$ cat src/rtl/bit_serializer.sv
// bit_serializer: parallel-in, serial-out feeder with a one-word holding register.
// Words arrive over valid/ready and leave one bit per clock on q, back to back.
module bit_serializer #(
  parameter int unsigned WIDTH     = 8,
  parameter bit          LSB_FIRST = 1'b0,
  parameter logic        IDLE_BIT  = 1'b0
) (
  input  logic             clk,
  input  logic             reset,
  input  logic [WIDTH-1:0] data_in,
  input  logic             data_valid,
  output logic             data_ready,
  output logic             q,
  output logic             q_valid,
  output logic             frame_start,
  output logic             busy
);

  localparam int unsigned CW = (WIDTH > 2) ? $clog2(WIDTH) : 1;

  localparam logic [0:0] S_IDLE  = 1'b0;
  localparam logic [0:0] S_SHIFT = 1'b1;

  localparam logic [CW-1:0] CNT_LAST = CW'(WIDTH - 1);
  localparam logic [CW-1:0] CNT_ONE  = CW'(1);

  logic [0:0]       state;
  logic [WIDTH-1:0] sreg;
  logic [WIDTH-1:0] sreg_shift;
  logic [CW-1:0]    cnt;
  logic [WIDTH-1:0] hold;
  logic             hold_full;
  logic             accept;
  logic             last_bit;
  logic             shifting;
  logic             out_bit;

  assign accept   = data_valid && data_ready;
  assign shifting = (state == S_SHIFT);
  assign last_bit = (cnt == CNT_LAST);

  // Move the next bit toward whichever end drives q.
  always_comb begin
    sreg_shift = sreg;
    if (LSB_FIRST) begin
      sreg_shift = {1'b0, sreg[WIDTH-1:1]};
    end else begin
      sreg_shift = {sreg[WIDTH-2:0], 1'b0};
    end
  end

  // Pick the live bit from the output end of the shifter.
  always_comb begin
    out_bit = 1'b0;
    if (LSB_FIRST) begin
      out_bit = sreg[0];
    end else begin
      out_bit = sreg[WIDTH-1];
    end
  end

  // Shifter, bit counter, holding register and state sequencing.
  always_ff @(posedge clk or posedge reset) begin
    if (reset) begin
      state     <= S_IDLE;
      sreg      <= '0;
      cnt       <= '0;
      hold      <= '0;
      hold_full <= 1'b0;
    end else begin
      unique case (state)
        S_IDLE: begin
          if (accept) begin
            sreg  <= data_in;
            cnt   <= '0;
            state <= S_SHIFT;
          end
        end
        S_SHIFT: begin
          if (!last_bit) begin
            sreg <= sreg_shift;
            cnt  <= cnt + CNT_ONE;
            if (accept) begin
              hold      <= data_in;
              hold_full <= 1'b1;
            end
          end else if (hold_full) begin
            // Held word takes over with no idle cycle; ready is low here.
            sreg      <= hold;
            hold_full <= 1'b0;
            cnt       <= '0;
          end else if (accept) begin
            sreg <= data_in;
            cnt  <= '0;
          end else begin
            cnt   <= '0;
            state <= S_IDLE;
          end
        end
        default: begin
          state <= S_IDLE;
        end
      endcase
    end
  end

  // Handshake and serial-side status, all from registered state.
  always_comb begin
    data_ready  = !hold_full;
    q_valid     = shifting;
    q           = shifting ? out_bit : IDLE_BIT;
    frame_start = shifting && (cnt == '0);
    busy        = shifting || hold_full;
  end

endmodule

$ cat config.mk
export PLATFORM = sky130hd
export DESIGN_NAME = bit_serializer
export DESIGN_NICKNAME = d
export VERILOG_FILES = /design/src/rtl/bit_serializer.sv
export SDC_FILE = /design/constraint.sdc
export NUM_CORES = 1
export LEC_CHECK = 0
export CORE_AREA = 3 3 51 53
export DETAILED_ROUTE_END_ITERATION = 7
export DIE_AREA = 0 0 54 56
export PLACE_DENSITY = 0.68
export SETUP_SLACK_MARGIN = 0.02
export SLEW_MARGIN = 5
export SYNTH_ARGS = -nofsm -noshare
export SYNTH_HDL_FRONTEND = slang
export SYNTH_SLANG_ARGS = --single-unit
$ cat constraint.sdc
create_clock -name clk -period 5.1 [get_ports clk]
set_input_delay 1.02 -clock clk [delete_from_list [all_inputs] [get_ports clk]]
set_output_delay 1.02 -clock clk [all_outputs]
set_load 0.01 [all_outputs]
Word-level counts from Yosys, hierarchy flattened
Cells that the tools add are included.
{"block": "classes", "add_sub_neg": 1, "n_mul": 0, "n_div": 0, "order_cmp": 0, "eq_ne": 2, "n_shift": 0, "muxes": 14, "bitwise_logic": 2, "reduce_logical": 8}
{"cell": "$mux W8", "n": 3}
{"cell": "$pmux W8 S2", "n": 1}
{"cell": "$mux W1", "n": 6}
{"cell": "$mux W3", "n": 2}
{"cell": "$pmux W3 S2", "n": 1}
{"cell": "$add A3 B1 Y3 const B", "n": 1}
{"cell": "$eq A3 B3 Y1 const B", "n": 1}
{"cell": "$logic_not A3 Y1", "n": 1}
{"cell": "$reduce_and A3 Y1", "n": 1}
{"cell": "$logic_and A1 B1 Y1", "n": 2}
{"cell": "$ne A2 B2 Y1 const B", "n": 1}
{"cell": "$not A1 Y1", "n": 2}
{"cell": "$pmux W1 S2", "n": 1}
{"cell": "$reduce_and A2 Y1", "n": 1}
{"cell": "$reduce_bool A2 Y1", "n": 1}
{"cell": "$logic_not A1 Y1", "n": 1}
{"cell": "$logic_or A1 B1 Y1", "n": 1}
{"block": "word_totals", "reg_bits": 21, "latch_bits": 0, "mem_bits_rw": 0, "mem_bits_ro": 0, "elab_cells": 32, "mem_count": 0}

Longest topological paths before layout
Gate-level depths: netlist of run 1.
{"block": "logic_depth", "ltp_word": 6, "ltp_mapped": 6}

Worst setup path before layout of run 1
No wires, ideal clock.
{"block": "synth_timing", "path_kind": "register to output", "from": "register state (netlist: q_valid)", "to": "output q", "arrival_ps": 1062, "path_slack_ps": 3018, "stages_incl_launch_ff": 4, "path_buffers": 2, "path_cell_list": "dfrtp_1 buf_2 buf_1 and2_1"}
{"block": "synth_between", "elab_chain_cells": 1}
{"element": "from (decl)", "line": "27", "source": "logic [0:0] state;"}
{"element": "from (signal assigned)", "line": "65", "source": "state <= S_IDLE;"}
{"element": "from (signal assigned)", "line": "76", "source": "state <= S_SHIFT;"}
{"element": "from (signal assigned)", "line": "97", "source": "state <= S_IDLE;"}
{"element": "$mux W1", "line": "111", "source": "q = shifting ? out_bit : IDLE_BIT;"}
{"element": "to (decl)", "line": "13", "source": "output logic q,"}
Every way passes these cells.

Final worst setup path of run 1
{"block": "layout_timing", "from": "register state (netlist: q_valid)", "to": "output frame_start"}
{"block": "layout_between", "elab_chain_cells": 1}
{"element": "$logic_and A1 B1 Y1", "line": "112", "source": "frame_start = shifting && (cnt == '0);"}
{"element": "to (decl)", "line": "15", "source": "output logic frame_start,"}
Every way passes these cells.

==> results of run 1 <==
cell families after synthesis:
family	share of synthesized area, %
adder cells (fa/ha/maj)	4.72
multiplexers	11.3
buffers and inverters	4.60
AND/OR/NAND/NOR	15.1
AO/OA/AOI/OAI	14.7
flip-flops	49.5
cells in the mapped netlist (all sizes together):
| cell | count |
|---|---|
| nor2 | 1 |
| nor2b | 2 |
| a211oi | 2 |
| inv | 5 |
| and3b | 1 |
| and2 | 1 |
| buf | 5 |
| nor3 | 1 |
| ha | 4 |
| o32ai | 1 |
| nand2b | 2 |
| o211ai | 1 |
| o22ai | 7 |
| or2 | 1 |
| dfrtp | 21 |
| o21ai | 4 |
| a32oi | 7 |
| nand2 | 22 |
| or3 | 1 |
| mux2 | 8 |
flip-flops by register name, summed over array words and instances, names as in the netlist:
signal / cells
cnt: 3
hold_full: 1
q_valid: 1
hold: 8
sreg: 8
final cells by class:
type                       instances  area share (%)
clock inverter                     1           0.402
multi-input combinational         66            39.1
tap                               28            2.82
clock buffer                       3            1.81
inverter                           5            1.51
timing repair buffer              15            12.1
sequential                        21            42.3
per-layer routing:
layer	GRT usage (%)	routed length [µm]	part of all wire [%]
met5	0	0	0
met1	22.8	990	49
met2	21.8	919	46
met3	2.68	89	4.4
met4	4.27	12	0.60
power by group:
group          internal [mW]  switching (mW)  leakage (nW)
combinational          0.177           0.146         0.286
sequential             0.253          0.0690         0.245
clock                 0.0292          0.0489        0.0177
total                  0.459           0.264         0.548
cell usage in the layout, fill, tap and decap left out:
| master | netlist | routed |
|---|---|---|
| o21ai_0 | 3 | 3 |
| nor3_1 | 1 | 1 |
| nor2_8 | 1 | 1 |
| o22ai_1 | 7 | 7 |
| clkinv_2 | 0 | 1 |
| inv_1 | 5 | 5 |
| nand2b_1 | 2 | 2 |
| a32oi_1 | 7 | 7 |
| and3b_1 | 1 | 1 |
| o211ai_1 | 1 | 1 |
| or3_1 | 1 | 1 |
| clkdlybuf4s50_1 | 0 | 15 |
| and2_1 | 1 | 1 |
| a211oi_1 | 2 | 2 |
| ha_1 | 4 | 4 |
| mux2_4 | 8 | 8 |
| clkbuf_4 | 0 | 3 |
| dfrtp_1 | 21 | 21 |
| nor2b_1 | 2 | 2 |
| o21ai_1 | 1 | 1 |
| or2_2 | 1 | 1 |
| o32ai_1 | 1 | 1 |
| nand2_1 | 22 | 22 |
worst min-delay path by stage:
stage,start,to,slack [ns],depth (start not counted)
after floorplan,cnt[0]$_DFFE_PP0P_,cnt[0]$_DFFE_PP0P_,0.47,1
after global placement,hold[3]$_DFFE_PP0P_,hold[3]$_DFFE_PP0P_,0.50,1
after detailed placement,hold[0]$_DFFE_PP0P_,hold[0]$_DFFE_PP0P_,0.50,1
after CTS,cnt[0]$_DFFE_PP0P_,cnt[0]$_DFFE_PP0P_,0.52,1
after global routing,hold[3]$_DFFE_PP0P_,hold[3]$_DFFE_PP0P_,0.55,1
final,cnt[0]$_DFFE_PP0P_,cnt[0]$_DFFE_PP0P_,0.51,1
==> results.cfg, run 1 <==
[sta]
hold_viol = 0
final-setup-viol-count = 0
fmax_ghz = 0.351
worstMarginPinSlew_ns = 0.800
timing.hold.ws_ns = 0.512
drv_slew = 0
setup_tns_ns = 0
fin_crit_ns = 2.85
fin_skew_ns = 0.00522
slew_headroom_pct = 46.6
finalCritPeriodShare_pct = 55.9
rsz0062_at_grt = no
setup_ws_ns = 2.25

[placement]
numPortBuffers = 15
dpl.hpwl_mm = 1.41
dpl_cell_area_um2 = 1220
placed_cells = 135
dp_slack_ns = 2.44
gp_congestion = 0.739

[die]
die-area_um2 = 3020
ios = 16
start_util_pct = 48.4
die_w_um = 54
rows = 17
core_region_area_um2 = 2190
die_h_um = 56

[clocking]
cts.sinks = 21
ctsResizeCount = 0
clockRootBuffer = clkbuf_4
cts_buffers = 3
path_clk_slew_ns = 0.11
clock_path_buffers = 2
htree_levels = 1
holdBufCountCts = 0
cts_tree = yes
worstSkewPairLatency_ns = 0.30
cts_setup_buffers = 0

[final_layout]
final_core_util_pct = 56.8
fin_nets = 127
stdcell_count = 139
seq_area_um2 = 526
stdcell_area_um2 = 1240
antenna_cells = 0
multi_input_area_um2 = 487
drive_gt1_share_pct = 12.6
fillerInstances = 194
area_delta_synth_final_pct = 17.2

[drt]
dr.pass1.iters = 4
ant_nets = 0
avgRoutedWirePerCell_um = 14.5
num_vias = 748
vias_per_cell = 5.38
drtIter0Drc = 6
routed_wl_mm = 2.01
drc = 0

[setup_path]
crit_path_end_kind = output pin
crit_buf_inv = 1
path_delay_family = flip-flops
r2r.worst_path.cells = 5
critPathKind = reg2out
cp-startpoint = q_valid$_DFF_PP0_
crit_path_end = frame_start
r2r-start = cnt[0]$_DFFE_PP0P_
worstReg2RegEnd = sreg[1]$_DFF_PP0_
cp_slowest_stage_delay_ns = 0.77
start_kind = flop
reg2reg_slack_ns = 3.22
critical_path_required_ns = 4.08
path_depth = 2
critPathSlowestCell = dfrtp_1
crit_chain = and3b_1, clkdlybuf4s50_1
path_max_fanout = 22
crit_arrival_ns = 1.83

[flow_run]
cap_violations = 0

[synthesis]
ys_seq_elements = 21
synth_nets = 112
ys_warn_count = 0
yosysTopAreaCell = dfrtp_1
ys_top_cells_by_area = dfrtp_1 (50%), mux2_4 (11%), nand2_1 (7.8%)
synth_cell_type_count = 23
syn_area_um2 = 1060
syn_area_per_cell_um2 = 10.9
ys_seq_area_share_pct = 49.5
synth_top_area_share_pct = 49.5
syn-instance-count = 97

[pwr]
p_total_mw = 0.723
max-vdd-ir-drop_v = 0.000293
p_leak_nw = 0.548
pwr_density_cell_nw_per_um2 = 582

[hold_path]
hp-class = reg2reg

[grt]
grt_pass1_vias = 743
grt_overflow = 0
grt_max_degree = 23
antenna_found_initial = 0
grt.total_usage_pct = 15.1
grt_pass1_wl_mm = 3.46

[status]
outcome = complete, no violations
No activity file was read; power rests on OpenSTA's default activity.
==> inputs of run 2 (changes only) <==
- clock period: 5.1 -> 2.9 ns (I/O delays scaled with it)
==> results.cfg, run 2 (synthesis results as in run 1) <==
[status]
outcome = complete, no violations

[setup_path]
critPathKind = reg2out
r2r.worst_path.cells = 5
crit_path_end_kind = output pin
start_kind = flop
crit_arrival_ns = 1.84
critical_path_required_ns = 2.32
path_max_fanout = 22

[final_layout]
fillerInstances = 192
final_common_cell = nand2_1
final_cell_mix = nand2_1 (22), dfrtp_1 (21), clkdlybuf4s50_1 (15)
antenna_cells = 0
fin_nets = 128
drive_gt1_share_pct = 13.4
top_regs = hold (8), sreg (8), cnt (3)
area_delta_synth_final_pct = 17.9

[drt]
dr.pass1.iters = 4
avgRoutedWirePerCell_um = 15.1
drtIter0Drc = 2
drc = 0
ant_nets = 0
num_vias = 748
routed_wl_mm = 2.11
vias_per_cell = 5.34

[pwr]
max-vdd-ir-drop_v = 0.000561
pwr_density_cell_nw_per_um2 = 1030
p_leak_nw = 0.554

[hold_path]
hold_depth = 1
hp-class = reg2reg

[placement]
numPortBuffers = 15
gp_congestion = 0.734
dpl.hpwl_mm = 1.39

[grt]
grt_overflow = 0
grt_pass1_wl_mm = 3.50
grt_pass1_vias = 755
grt.total_usage_pct = 15.6
antenna_found_initial = 0
grt_max_degree = 23

[die]
start_util_pct = 48.4
ios = 16
die_h_um = 56
rows = 17
die_w_um = 54
core_region_area_um2 = 2190
die-area_um2 = 3020

[clocking]
cts_buffers = 3
cts_setup_buffers = 0
holdBufCountCts = 0
path_clk_slew_ns = 0.13
cts_tree = yes
clock_path_buffers = 2
cts.sinks = 21
ctsResizeCount = 0
clockRootBuffer = clkbuf_4
htree_levels = 1
worstSkewPairLatency_ns = 0.32

[sta]
rsz0062_at_grt = no
slew_headroom_pct = 46.9
fmax_ghz = 0.412
fin_crit_ns = 2.42
hold_viol = 0
finalCritPeriodShare_pct = 83.6
final-setup-viol-count = 0
worstMarginPinSlew_ns = 0.796
timing.hold.ws_ns = 0.523
drv_slew = 0
fin_skew_ns = 0.0176
setup_tns_ns = 0

[flow_run]
cap_violations = 0
==> run 2: area by class of cell <==
class | count | area, µm² | area share [%]
repair buffers | 16 | 158 | 12.6
multi-input cells | 66 | 487 | 38.9
inverters | 5 | 18.8 | 1.50
clock buffers | 3 | 22.5 | 1.80
flip-flops and latches | 21 | 526 | 42.0
well taps | 28 | 35.0 | 2.80
clock inverters | 1 | 5.00 | 0.400
==> run 2: critical path, cell delays in order (launching register included) <==
cell	delay, ns
dfrtp_1	0.77
and3b_1	0.24
clkdlybuf4s50_1	0.53
==> run 2: metrics by stage <==
stage | util, % | instances | total power, mW | cell area (µm²) | worst slack (ns)
after detailed placement | 55.9 | 136 | 1.16 | 1220 | 0.679
after global placement | 55.9 | 136 | 1.14 | 1220 | 0.715
after floorplan | - | 97 | 0.986 | 1060 | 1.23
final | 57.1 | 140 | 1.29 | 1250 | 0.476
after CTS | 57.1 | 140 | 1.30 | 1250 | 0.460
after global routing | 57.1 | 140 | 1.39 | 1250 | 0.325
==> run 2: worst paths after layout <==
kind / slack, ns / to / startpoint
worst max-delay path: 0.48 / frame_start / q_valid$_DFF_PP0_
worst min-delay path: 0.52 / hold[0]$_DFFE_PP0P_ / hold[0]$_DFFE_PP0P_
worst max register to register: 1.00 / sreg[7]$_DFF_PP0_ / cnt[0]$_DFFE_PP0P_
worst min register to register: 0.52 / hold[0]$_DFFE_PP0P_ / hold[0]$_DFFE_PP0P_
max in group asynchronous: 1.70 / cnt[2]$_DFFE_PP0P_ / reset
min in group asynchronous: 0.69 / hold[7]$_DFFE_PP0P_ / reset
==> run 2: metal layers <==
| layer | GRT usage, % | vias up | part of all wire (%) |
|---|---|---|---|
| li1 | - | 381 | - |
| met1 | 22.8 | 349 | 50 |
| met2 | 22.0 | 13 | 44 |
| met3 | 3.49 | 5 | 4.1 |
| met4 | 6.41 | 0 | 1.7 |
| met5 | 0 | - | 0 |
==> run 2: where the power goes <==
| group | total (mW) | switching [mW] | internal, mW | leakage, nW |
|---|---|---|---|---|
| Combinational | 0.577 | 0.261 | 0.316 | 0.291 |
| Sequential | 0.570 | 0.126 | 0.444 | 0.245 |
| Clock | 0.148 | 0.0960 | 0.0516 | 0.0177 |
==> inputs of run 3 (changes only) <==
- CORE_AREA: 3 3 51 53 -> 3 3 52 54
- DIE_AREA: 0 0 54 56 -> 0 0 55 57
- clock period: 2.9 -> 2.2 ns (I/O delays scaled with it)
==> results.cfg, run 3 (synthesis results as in run 1) <==
[setup_path]
crit_arrival_ns = 1.62
crit_path_end_kind = output pin
path_max_fanout = 12
r2r.worst_path.cells = 5
reg2reg_slack_ns = 0.40
critical_path_required_ns = 1.76
worstReg2RegEnd = hold[4]$_DFFE_PP0P_
start_kind = flop
crit_path_end = busy
cp-startpoint = q_valid$_DFF_PP0_
critPathKind = reg2out
r2r-start = cnt[0]$_DFFE_PP0P_

[clocking]
clockRootBuffer = clkbuf_4
cts_buffers = 3
cts.sinks = 21
worstSkewPairLatency_ns = 0.31
htree_levels = 1
path_clk_slew_ns = 0.12
cts_tree = yes
clock_path_buffers = 2

[flow_run]
cap_violations = 0

[sta]
hold_viol = 0
fin_skew_ns = 0.00260
finalCritPeriodShare_pct = 93.6
final-setup-viol-count = 0
rsz0062_at_grt = no
fmax_ghz = 0.486
slew_headroom_pct = 73.4
setup_tns_ns = 0
worstMarginPinSlew_ns = 0.399
fin_crit_ns = 2.06
drv_slew = 0
setup_ws_ns = 0.141

[pwr]
max-vdd-ir-drop_v = 0.000928
p_leak_nw = 0.577
p_total_mw = 1.74
pwr_density_cell_nw_per_um2 = 1350

[grt]
grt_overflow = 0
antenna_found_initial = 0
grt_pass1_wl_mm = 3.63
grt.total_usage_pct = 16.0
grt_pass1_vias = 770
grt_max_degree = 22

[drt]
ant_nets = 0
drc = 0
routed_wl_mm = 2.09
num_vias = 804
topRoutingLayerUsed = met4
dr.pass1.iters = 4
vias_per_cell = 5.54
met1_length_mm = 1.04
drtIter0Drc = 18
avgRoutedWirePerCell_um = 14.4
wl_met2_um = 892
wl_met3_um = 140

[final_layout]
fin_nets = 133
fillerInstances = 193
seq_area_um2 = 527
antenna_cells = 0
final_cell_mix = nand2_1 (22), dfrtp_1 (20), clkdlybuf4s50_1 (15)
multi_input_area_um2 = 487
final_common_cell = nand2_1
area_delta_synth_final_pct = 21.6
stdcell_area_um2 = 1290
drive_gt1_share_pct = 17.9
top_regs = hold (8), sreg (8), cnt (3)
final_core_util_pct = 57.2

[die]
rows = 17
ios = 16
die-area_um2 = 3140
die_w_um = 55
die_h_um = 57
start_util_pct = 47.1
core_region_area_um2 = 2250

[placement]
dp_slack_ns = 0.363
dpl_cell_area_um2 = 1260
numPortBuffers = 15
dpl.hpwl_mm = 1.45
gp_congestion = 0.788

[hold_path]
hp-class = in2async

[status]
outcome = complete, no violations
run 3: changes by cell type in the layout (fill, tap and decap cells not counted), sizes merged:
cell	before	now
buf	1	6
run 3: worst min-delay path by stage:
stage	endpoint	cells past startpoint	from
6_report	sreg[4]$_DFF_PP0_	3	reset
2_1_floorplan	cnt[0]$_DFFE_PP0P_	1	reset
4_1_cts	sreg[4]$_DFF_PP0_	3	reset
5_1_grt	sreg[4]$_DFF_PP0_	3	reset
3_5_place_dp	hold[4]$_DFFE_PP0P_	1	hold[4]$_DFFE_PP0P_
3_3_place_gp	cnt[0]$_DFFE_PP0P_	1	cnt[0]$_DFFE_PP0P_
run 3: stage by stage:
step	hold slack, ns	std cells
2_1_floorplan	0.417	97
3_3_place_gp	0.494	141
3_5_place_dp	0.497	141
4_1_cts	0.441	145
5_1_grt	0.461	145
6_report	0.440	145
run 3: metal layers:
| metal | vias up | track usage [%] |
|---|---|---|
| met5 | - | 0 |
| met4 | 0 | 4.17 |
| met3 | 2 | 5.48 |
| met2 | 25 | 22.5 |
| met1 | 391 | 23.6 |
| li1 | 386 | - |
run 3: timing repair:
item | CTS | global route
endpoints found under the setup margin | 0 | 3
hold endpoints to repair | 0 | 0
setup buffers | 0 | 0
hold buffers | 0 | 0
gates resized for setup | 0 | 1
run 3: worst max-delay path, cell delays in order (launching register included):
cell and delay [ns]:
dfrtp_2 0.52, or2_2 0.31, clkdlybuf4s50_1 0.48
run 3: final cells by class:
cell class,instances,share of cell area (%)
Tap cell,28,2.72
Inverter,5,1.45
Clock buffer,3,1.75
Clock inverter,1,0.388
Multi-Input combinational cell,66,37.7
Sequential cell,21,40.8
Timing Repair Buffer,21,15.1
run 3: where the power goes:
group,internal (mW),switching [mW]
clock network,0.0679,0.124
logic,0.445,0.366
registers,0.587,0.146
